`src/rtl/risc_spm_pkg.sv`:
```
// risc_spm_pkg: shared definitions for the 8-bit RISC stored-program machine.
//   - datapath / field widths and instruction field offsets
//   - opcode constants, control-FSM state encoding
//   - Bus_1 / Bus_2 mux select codes
//   - ctrl_t: bundle of every strobe/select the control unit drives
package risc_spm_pkg;

  localparam int WORD_SIZE  = 8;
  localparam int OP_SIZE    = 4;
  localparam int SEL1_SIZE  = 3;
  localparam int SEL2_SIZE  = 2;
  localparam int STATE_SIZE = 4;

  // Instruction fields: [7:4] opcode, [3:2] src, [1:0] dest
  localparam int OP_LSB   = 4;
  localparam int SRC_LSB  = 2;
  localparam int DEST_LSB = 0;

  localparam logic [OP_SIZE-1:0] OP_NOP = 4'd0;
  localparam logic [OP_SIZE-1:0] OP_ADD = 4'd1;
  localparam logic [OP_SIZE-1:0] OP_SUB = 4'd2;
  localparam logic [OP_SIZE-1:0] OP_AND = 4'd3;
  localparam logic [OP_SIZE-1:0] OP_NOT = 4'd4;
  localparam logic [OP_SIZE-1:0] OP_RD  = 4'd5;
  localparam logic [OP_SIZE-1:0] OP_WR  = 4'd6;
  localparam logic [OP_SIZE-1:0] OP_BR  = 4'd7;
  localparam logic [OP_SIZE-1:0] OP_BRZ = 4'd8;

  // Bus_1 select: registers R0..R3 occupy codes 0..3, PC is 4
  localparam logic [SEL1_SIZE-1:0] SEL1_R0 = 3'd0;
  localparam logic [SEL1_SIZE-1:0] SEL1_PC = 3'd4;

  // Bus_2 select
  localparam logic [SEL2_SIZE-1:0] SEL2_ALU  = 2'd0;
  localparam logic [SEL2_SIZE-1:0] SEL2_BUS1 = 2'd1;
  localparam logic [SEL2_SIZE-1:0] SEL2_MEM  = 2'd2;

  typedef enum logic [STATE_SIZE-1:0] {
    S_IDLE = 4'd0,
    S_FET1 = 4'd1,
    S_FET2 = 4'd2,
    S_DEC  = 4'd3,
    S_EX1  = 4'd4,
    S_RD1  = 4'd5,
    S_RD2  = 4'd6,
    S_WR1  = 4'd7,
    S_WR2  = 4'd8,
    S_BR1  = 4'd9,
    S_BR2  = 4'd10,
    S_HALT = 4'd11
  } state_t;

  typedef struct packed {
    logic [3:0]           load_r;   // bit i loads Ri
    logic                 load_pc;
    logic                 inc_pc;
    logic [SEL1_SIZE-1:0] sel1;
    logic [SEL2_SIZE-1:0] sel2;
    logic                 load_ir;
    logic                 load_add_r;
    logic                 load_reg_y;
    logic                 load_reg_z;
    logic                 write;
  } ctrl_t;

  function automatic logic [OP_SIZE-1:0] get_opcode(input logic [WORD_SIZE-1:0] instr);
    return instr[OP_LSB +: OP_SIZE];
  endfunction

  function automatic logic [1:0] get_src(input logic [WORD_SIZE-1:0] instr);
    return instr[SRC_LSB +: 2];
  endfunction

  function automatic logic [1:0] get_dest(input logic [WORD_SIZE-1:0] instr);
    return instr[DEST_LSB +: 2];
  endfunction

  // Bus_1 select code for register Rn
  function automatic logic [SEL1_SIZE-1:0] reg_sel(input logic [1:0] r);
    return SEL1_R0 + {1'b0, r};
  endfunction

endpackage

```
`src/rtl/cu_output_decode.sv`:
```
// cu_output_decode: combinational strobe decode for the control FSM.
//   state        in   current FSM state
//   instruction  in   IR contents (opcode/src/dest used in S_DEC and later states)
//   Zflag        in   registered zero flag (only consulted for BRZ in S_DEC)
//   ctrl         out  every load/select/increment strobe plus memory write
// Anything not explicitly set in a state stays 0.
module cu_output_decode
  import risc_spm_pkg::*;
(
  input  state_t                 state,
  input  logic [WORD_SIZE-1:0]   instruction,
  input  logic                   Zflag,
  output ctrl_t                  ctrl
);

  logic [OP_SIZE-1:0] opcode;
  logic [1:0]         src;
  logic [1:0]         dest;

  assign opcode = get_opcode(instruction);
  assign src    = get_src(instruction);
  assign dest   = get_dest(instruction);

  always_comb begin
    ctrl = '0;
    unique case (state)
      S_FET1: begin
        ctrl.sel1       = SEL1_PC;
        ctrl.sel2       = SEL2_BUS1;
        ctrl.load_add_r = 1'b1;
      end
      S_FET2: begin
        ctrl.sel2    = SEL2_MEM;
        ctrl.load_ir = 1'b1;
        ctrl.inc_pc  = 1'b1;
      end
      S_DEC: begin
        case (opcode)
          OP_ADD, OP_SUB, OP_AND: begin
            ctrl.sel1       = reg_sel(src);
            ctrl.sel2       = SEL2_BUS1;
            ctrl.load_reg_y = 1'b1;
          end
          OP_NOT: begin
            ctrl.sel1       = reg_sel(src);
            ctrl.sel2       = SEL2_ALU;
            ctrl.load_r     = 4'b0001 << dest;
            ctrl.load_reg_z = 1'b1;
          end
          OP_RD, OP_WR, OP_BR: begin
            ctrl.sel1       = SEL1_PC;
            ctrl.sel2       = SEL2_BUS1;
            ctrl.load_add_r = 1'b1;
          end
          OP_BRZ: begin
            if (Zflag) begin
              ctrl.sel1       = SEL1_PC;
              ctrl.sel2       = SEL2_BUS1;
              ctrl.load_add_r = 1'b1;
            end else begin
              // Branch not taken: step PC past the target-address byte
              ctrl.inc_pc = 1'b1;
            end
          end
          default: ;  // NOP and illegal opcodes drive nothing
        endcase
      end
      S_EX1: begin
        ctrl.sel1       = reg_sel(dest);
        ctrl.sel2       = SEL2_ALU;
        ctrl.load_r     = 4'b0001 << dest;
        ctrl.load_reg_z = 1'b1;
      end
      S_RD1, S_WR1: begin
        // Operand byte holds the data address; latch it and step past it
        ctrl.sel2       = SEL2_MEM;
        ctrl.load_add_r = 1'b1;
        ctrl.inc_pc     = 1'b1;
      end
      S_RD2: begin
        ctrl.sel2   = SEL2_MEM;
        ctrl.load_r = 4'b0001 << dest;
      end
      S_WR2: begin
        ctrl.sel1  = reg_sel(src);
        ctrl.write = 1'b1;
      end
      S_BR1: begin
        ctrl.sel2       = SEL2_MEM;
        ctrl.load_add_r = 1'b1;
      end
      S_BR2: begin
        ctrl.sel2    = SEL2_MEM;
        ctrl.load_pc = 1'b1;
      end
      default: ;  // S_IDLE, S_HALT
    endcase
  end

endmodule

```
`src/rtl/control_unit.sv`:
```
// control_unit: fetch/decode/execute sequencer for the 8-bit RISC-SPM.
//   clk, rst                 clock, synchronous active-high reset
//   instruction[7:0], Zflag  from the processing unit
//   Load_R0..Load_R3, Load_PC, Inc_PC, Load_IR, Load_Add_R,
//   Load_Reg_Y, Load_Reg_Z   load/increment strobes
//   Sel_Bus_1_Mux[2:0], Sel_Bus_2_Mux[1:0]  bus source selects
//   write                    memory write (data = Bus_1, address = Add_R)
//   retire_cnt[15:0]         only when CU_RETIRE_CNT_EN is defined: count of
//                            instructions completed (wraps)
// All outputs are forced low while rst is high so an aborted instruction
// leaves no stray strobes.
module control_unit
  import risc_spm_pkg::*;
(
  input  logic                  clk,
  input  logic                  rst,
  input  logic [WORD_SIZE-1:0]  instruction,
  input  logic                  Zflag,
  output logic                  Load_R0,
  output logic                  Load_R1,
  output logic                  Load_R2,
  output logic                  Load_R3,
  output logic                  Load_PC,
  output logic                  Inc_PC,
  output logic [SEL1_SIZE-1:0]  Sel_Bus_1_Mux,
  output logic [SEL2_SIZE-1:0]  Sel_Bus_2_Mux,
  output logic                  Load_IR,
  output logic                  Load_Add_R,
  output logic                  Load_Reg_Y,
  output logic                  Load_Reg_Z,
  output logic                  write
`ifdef CU_RETIRE_CNT_EN
  ,
  output logic [15:0]           retire_cnt
`endif
);

  state_t state_reg;
  state_t state_next;
  ctrl_t  ctrl;
  ctrl_t  ctrl_gated;

  // State register
  always_ff @(posedge clk) begin
    if (rst) state_reg <= S_IDLE;
    else     state_reg <= state_next;
  end

  // Next-state logic
  always_comb begin
    state_next = state_reg;
    unique case (state_reg)
      S_IDLE: state_next = S_FET1;
      S_FET1: state_next = S_FET2;
      S_FET2: state_next = S_DEC;
      S_DEC: begin
        case (get_opcode(instruction))
          OP_NOP, OP_NOT:         state_next = S_FET1;
          OP_ADD, OP_SUB, OP_AND: state_next = S_EX1;
          OP_RD:                  state_next = S_RD1;
          OP_WR:                  state_next = S_WR1;
          OP_BR:                  state_next = S_BR1;
          OP_BRZ:                 state_next = Zflag ? S_BR1 : S_FET1;
          default:                state_next = S_HALT;
        endcase
      end
      S_EX1:  state_next = S_FET1;
      S_RD1:  state_next = S_RD2;
      S_RD2:  state_next = S_FET1;
      S_WR1:  state_next = S_WR2;
      S_WR2:  state_next = S_FET1;
      S_BR1:  state_next = S_BR2;
      S_BR2:  state_next = S_FET1;
      S_HALT: state_next = S_HALT;
      default: state_next = S_IDLE;
    endcase
  end

  // Output decode
  cu_output_decode u_decode (
    .state       (state_reg),
    .instruction (instruction),
    .Zflag       (Zflag),
    .ctrl        (ctrl)
  );

  assign ctrl_gated = rst ? '0 : ctrl;

  assign Load_R0       = ctrl_gated.load_r[0];
  assign Load_R1       = ctrl_gated.load_r[1];
  assign Load_R2       = ctrl_gated.load_r[2];
  assign Load_R3       = ctrl_gated.load_r[3];
  assign Load_PC       = ctrl_gated.load_pc;
  assign Inc_PC        = ctrl_gated.inc_pc;
  assign Sel_Bus_1_Mux = ctrl_gated.sel1;
  assign Sel_Bus_2_Mux = ctrl_gated.sel2;
  assign Load_IR       = ctrl_gated.load_ir;
  assign Load_Add_R    = ctrl_gated.load_add_r;
  assign Load_Reg_Y    = ctrl_gated.load_reg_y;
  assign Load_Reg_Z    = ctrl_gated.load_reg_z;
  assign write         = ctrl_gated.write;

`ifdef CU_RETIRE_CNT_EN
  logic [15:0] retire_cnt_reg;

  // An instruction retires when the FSM re-enters S_FET1 from anything but
  // S_IDLE (the first fetch after reset is not a retirement).
  always_ff @(posedge clk) begin
    if (rst)
      retire_cnt_reg <= '0;
    else if (state_next == S_FET1 && state_reg != S_IDLE)
      retire_cnt_reg <= retire_cnt_reg + 16'd1;
  end

  assign retire_cnt = retire_cnt_reg;
`endif

endmodule

```
`config.mk`:
```
export PLATFORM = sky130hd
export DESIGN_NAME = control_unit
export DESIGN_NICKNAME = d
export VERILOG_FILES = /design/src/rtl/risc_spm_pkg.sv /design/src/rtl/cu_output_decode.sv /design/src/rtl/control_unit.sv
export SDC_FILE = /design/constraint.sdc
export NUM_CORES = 1
export LEC_CHECK = 0
export CAP_MARGIN = 20
export CORE_UTILIZATION = 43
export DETAILED_ROUTE_END_ITERATION = 6
export PLACE_DENSITY = 0.8
export SLEW_MARGIN = 20
export SYNTH_ARGS = -nofsm -noshare
export SYNTH_HDL_FRONTEND = slang
export SYNTH_HIERARCHICAL = 1
export SYNTH_SLANG_ARGS = --single-unit
```
`constraint.sdc`:
```
create_clock -name clk -period 1.9 [get_ports clk]
set_clock_uncertainty 0.1 [all_clocks]
set_input_delay 0.38 -clock clk [delete_from_list [all_inputs] [get_ports clk]]
set_output_delay 0.38 -clock clk [all_outputs]
set_load 0.005 [all_outputs]
```
==> results.json <==
{
  "synth_top_area_share_pct": 11.2,
  "crit_cells": 7,
  "r2r_slack_ns": 0.39,
  "hold_depth": 3,
  "clock_latency_ns": 0.25,
  "cts_tree": "done",
  "ys_ff_latch": 4,
  "grt_max_degree": 15,
  "hold_path.class": "primary input to flip-flop",
  "crit_arrival_ns": 1.58,
  "mappedNetlistArea_um2": 714,
  "hold_ws_ns": 0.519,
  "first_global_vias": 1032,
  "cap_violations": 0,
  "rows": 14,
  "worst-path-buf-inv": 3,
  "async_reset_ff_share_pct": 0,
  "relSlewSlack_pct": 78.1,
  "dr.pass1.iters": 4,
  "grt.overflow.total": 0,
  "port_buffers": 26,
  "drt_iter0_drc": 70,
  "power_density_nw_per_um2": 529,
  "core_area_um2": 1520,
  "clockBufferDepth": 2,
  "violations": "negative setup slack",
  "ctsHoldBuffers": 0,
  "finalHoldViolations": 0,
  "min-delay-start": "instruction[5]",
  "avgSynthCellArea_um2": 7.22,
  "num_vias": 1064,
  "synth_edf_count": 0,
  "multi_input_area_um2": 707,
  "instances_no_fill": 171,
  "path_cells": "buf_8 -> nor4b_4 -> nand2_2 -> buf_6 -> a211oi_2 -> nor2b_2 -> buf_2",
  "critPathKind": "primary input to primary output",
  "status": "complete, but fails checks",
  "reg2reg_depth": 5,
  "min_to": "state_reg[3]",
  "cts_max_level": 1,
  "num-nets-final": 168,
  "cp_max_fo": 6,
  "remaining_drc_errors": 0,
  "rsz0062_at_grt": "true",
  "io_pins": 27,
  "numCtsBuffers": 3,
  "post-route-worst-setup-slack_ns": -0.161,
  "synth.yosys.seq_area_share_pct": 11.2,
  "p_total_uw": 703,
  "fmax_mhz": 485,
  "cpPeakStageDelay_ns": 0.31,
  "p_leak_nw": 0.615,
  "synth.distinct_cells": 40,
  "synth.net_count": 110,
  "slew_viol_final": 0,
  "cts_root_buffer": "clkbuf_4",
  "routabilityCongestion": 0.856,
  "die_y_um": 42.8,
  "grt_pass1_wl_mm": 4.46,
  "die_area_um2": 1830,
  "antenna_cells": 0,
  "wl_mm": 3.15,
  "synth_area_leader_cell": "dfxtp_1",
  "area_delta_synth_final_pct": 86.0,
  "r2r-start": "state_reg[2]",
  "slowest_stage": "nor4b_4",
  "finalSetupViolCount": 12,
  "dp_cells": 154,
  "syn_inst": 99,
  "vias_per_cell": 6.22,
  "ant_nets": 0,
  "antenna_found_initial": 0,
  "initial_core_util_pct": 46.9,
  "numClockSinks": 4,
  "drive_gt1_share_pct": 55.5,
  "fillers": 74,
  "regArea_um2": 90.1,
  "path_delay_family": "simple AND/OR/NAND/NOR gates",
  "avgRoutedWirePerCell_um": 18.4,
  "worstMarginPinSlew_ns": 0.320,
  "fp.dieW_um": 42.8,
  "cp.required_ns": 1.42,
  "grt.total_usage_pct": 32.0,
  "ir_worst_vdd_uv": 511,
  "synth.area.top_cells": "dfxtp_1 (11%), nor2b_1 (11%), and2b_1 (6.3%), nand2b_1 (5.3%), nor3_1 (4.2%)",
  "critPathLaunchType": "primary input",
  "dp_hpwl_mm": 1.55,
  "largest_register_ffs": 4,
  "cp-end-kind": "primary output",
  "regToRegEndpoint": "state_reg[1]",
  "clk_pin_slew_ns": 0.04,
  "timing.final.crit_share_pct": 108,
  "synth_warnings": 6,
  "fin_crit_ns": 2.06,
  "synth_ff_type": "dfxtp_1"
}
==> kinds of logic after synthesis <==
family | Yosys count | synth area share, %
DFF | 4 | 11.2
muxes | 2 | 2.98
and+or+nand+nor | 58 | 50.6
buffers and inverters | 10 | 7.00
xor gates and xnor gates | 1 | 1.23
AOI/OAI and AO/OA | 24 | 27.0
==> synthesized netlist by cell type, types with 2 or more instances <==
library cell / instances
a211o_2: 2
buf_2: 4
and2b_1: 6
nor2_1: 7
nand2b_1: 6
or3b_1: 2
dfxtp_1: 4
nand2_1: 6
a21oi_1: 2
nand3b_1: 2
nor3b_1: 3
nor2b_1: 12
buf_4: 2
inv_1: 3
a21boi_0: 2
and4b_1: 2
a31oi_1: 3
nand4b_1: 2
a211oi_1: 3
nor3_1: 6
==> report_power, final <==
part	switching [mW]	internal [mW]
clock network	0.0415	0.0711
logic	0.223	0.245
registers	0.0218	0.102
==> cell type report <==
| type | instances | share of cell area [%] |
|---|---|---|
| multi-input combinational | 85 | 53.2 |
| tap | 16 | 1.51 |
| inverter | 3 | 0.847 |
| timing repair buffer | 60 | 36.0 |
| clock buffer | 3 | 1.69 |
| sequential | 4 | 6.78 |
==> worst max-delay path by stage <==
stage / start / end / slack, ns
after floorplan: state_reg[2] / Load_R1 / 0.23
after global placement: instruction[7] / Sel_Bus_1_Mux[2] / -0.81
after detailed placement: instruction[7] / Inc_PC / -0.85
after CTS: state_reg[0] / Load_R1 / -0.08
after global routing: state_reg[3] / Load_R1 / -0.20
final: instruction[4] / Sel_Bus_2_Mux[0] / -0.16
==> cells in the final DEF, fill, tap and decap left out, types with 2 or more instances in the layout <==
cell type | netlist | final
a211o_2 | 2 | 2
a211oi_2 | 0 | 2
a31oi_1 | 3 | 2
and2b_1 | 6 | 6
buf_2 | 4 | 13
buf_4 | 2 | 25
buf_6 | 0 | 9
clkbuf_2 | 0 | 2
clkbuf_4 | 0 | 4
dfxtp_2 | 0 | 2
dfxtp_4 | 0 | 2
dlygate4sd2_1 | 0 | 7
inv_1 | 3 | 3
nand2_1 | 6 | 5
nand2b_1 | 6 | 4
nand2b_4 | 0 | 2
nand3b_1 | 2 | 2
nand4b_1 | 2 | 2
nor2_1 | 7 | 5
nor2_4 | 0 | 3
nor2b_1 | 12 | 10
nor2b_2 | 0 | 2
nor3_1 | 6 | 4
nor3_2 | 0 | 2
nor3b_2 | 0 | 2
or3b_1 | 2 | 2
==> layer usage <==
| metal | track usage (%) | share of wire, % | wire, µm | vias to the layer above |
|---|---|---|---|---|
| met2 | 60.9 | 50 | 1590 | 77 |
| li1 | - | - | - | 477 |
| met3 | 6.81 | 8.6 | 270 | 15 |
| met5 | 0 | 0 | 0 | - |
| met1 | 31.8 | 37 | 1150 | 495 |
| met4 | 15.6 | 4.5 | 143 | 0 |
==> worst min-delay path: stages <==
cell and delay [ns]:
buf_4 0.15, a211oi_1 0.20, a2111oi_0 0.08
==> stage by stage <==
stage	worst slack, ns	setup TNS, ns	area (µm²)	utilization [%]
global placement	-0.807	-9.66	1110	72.6
floorplan	0.229	0	714	-
global route	-0.201	-1.49	1330	87.2
CTS	-0.0790	-0.172	1280	84.0
finish	-0.161	-0.707	1330	87.2
detailed placement	-0.850	-10.23	1110	72.6
==> timing repair <==
action / CTS / global route
resized for setup: 117 / 16
pin swaps: 12 / 7
buffers inserted: 11 / 2
gates cloned: 1 / 0
setup endpoints to repair: 16 / 16
No activity file was read; power rests on OpenSTA's default activity.
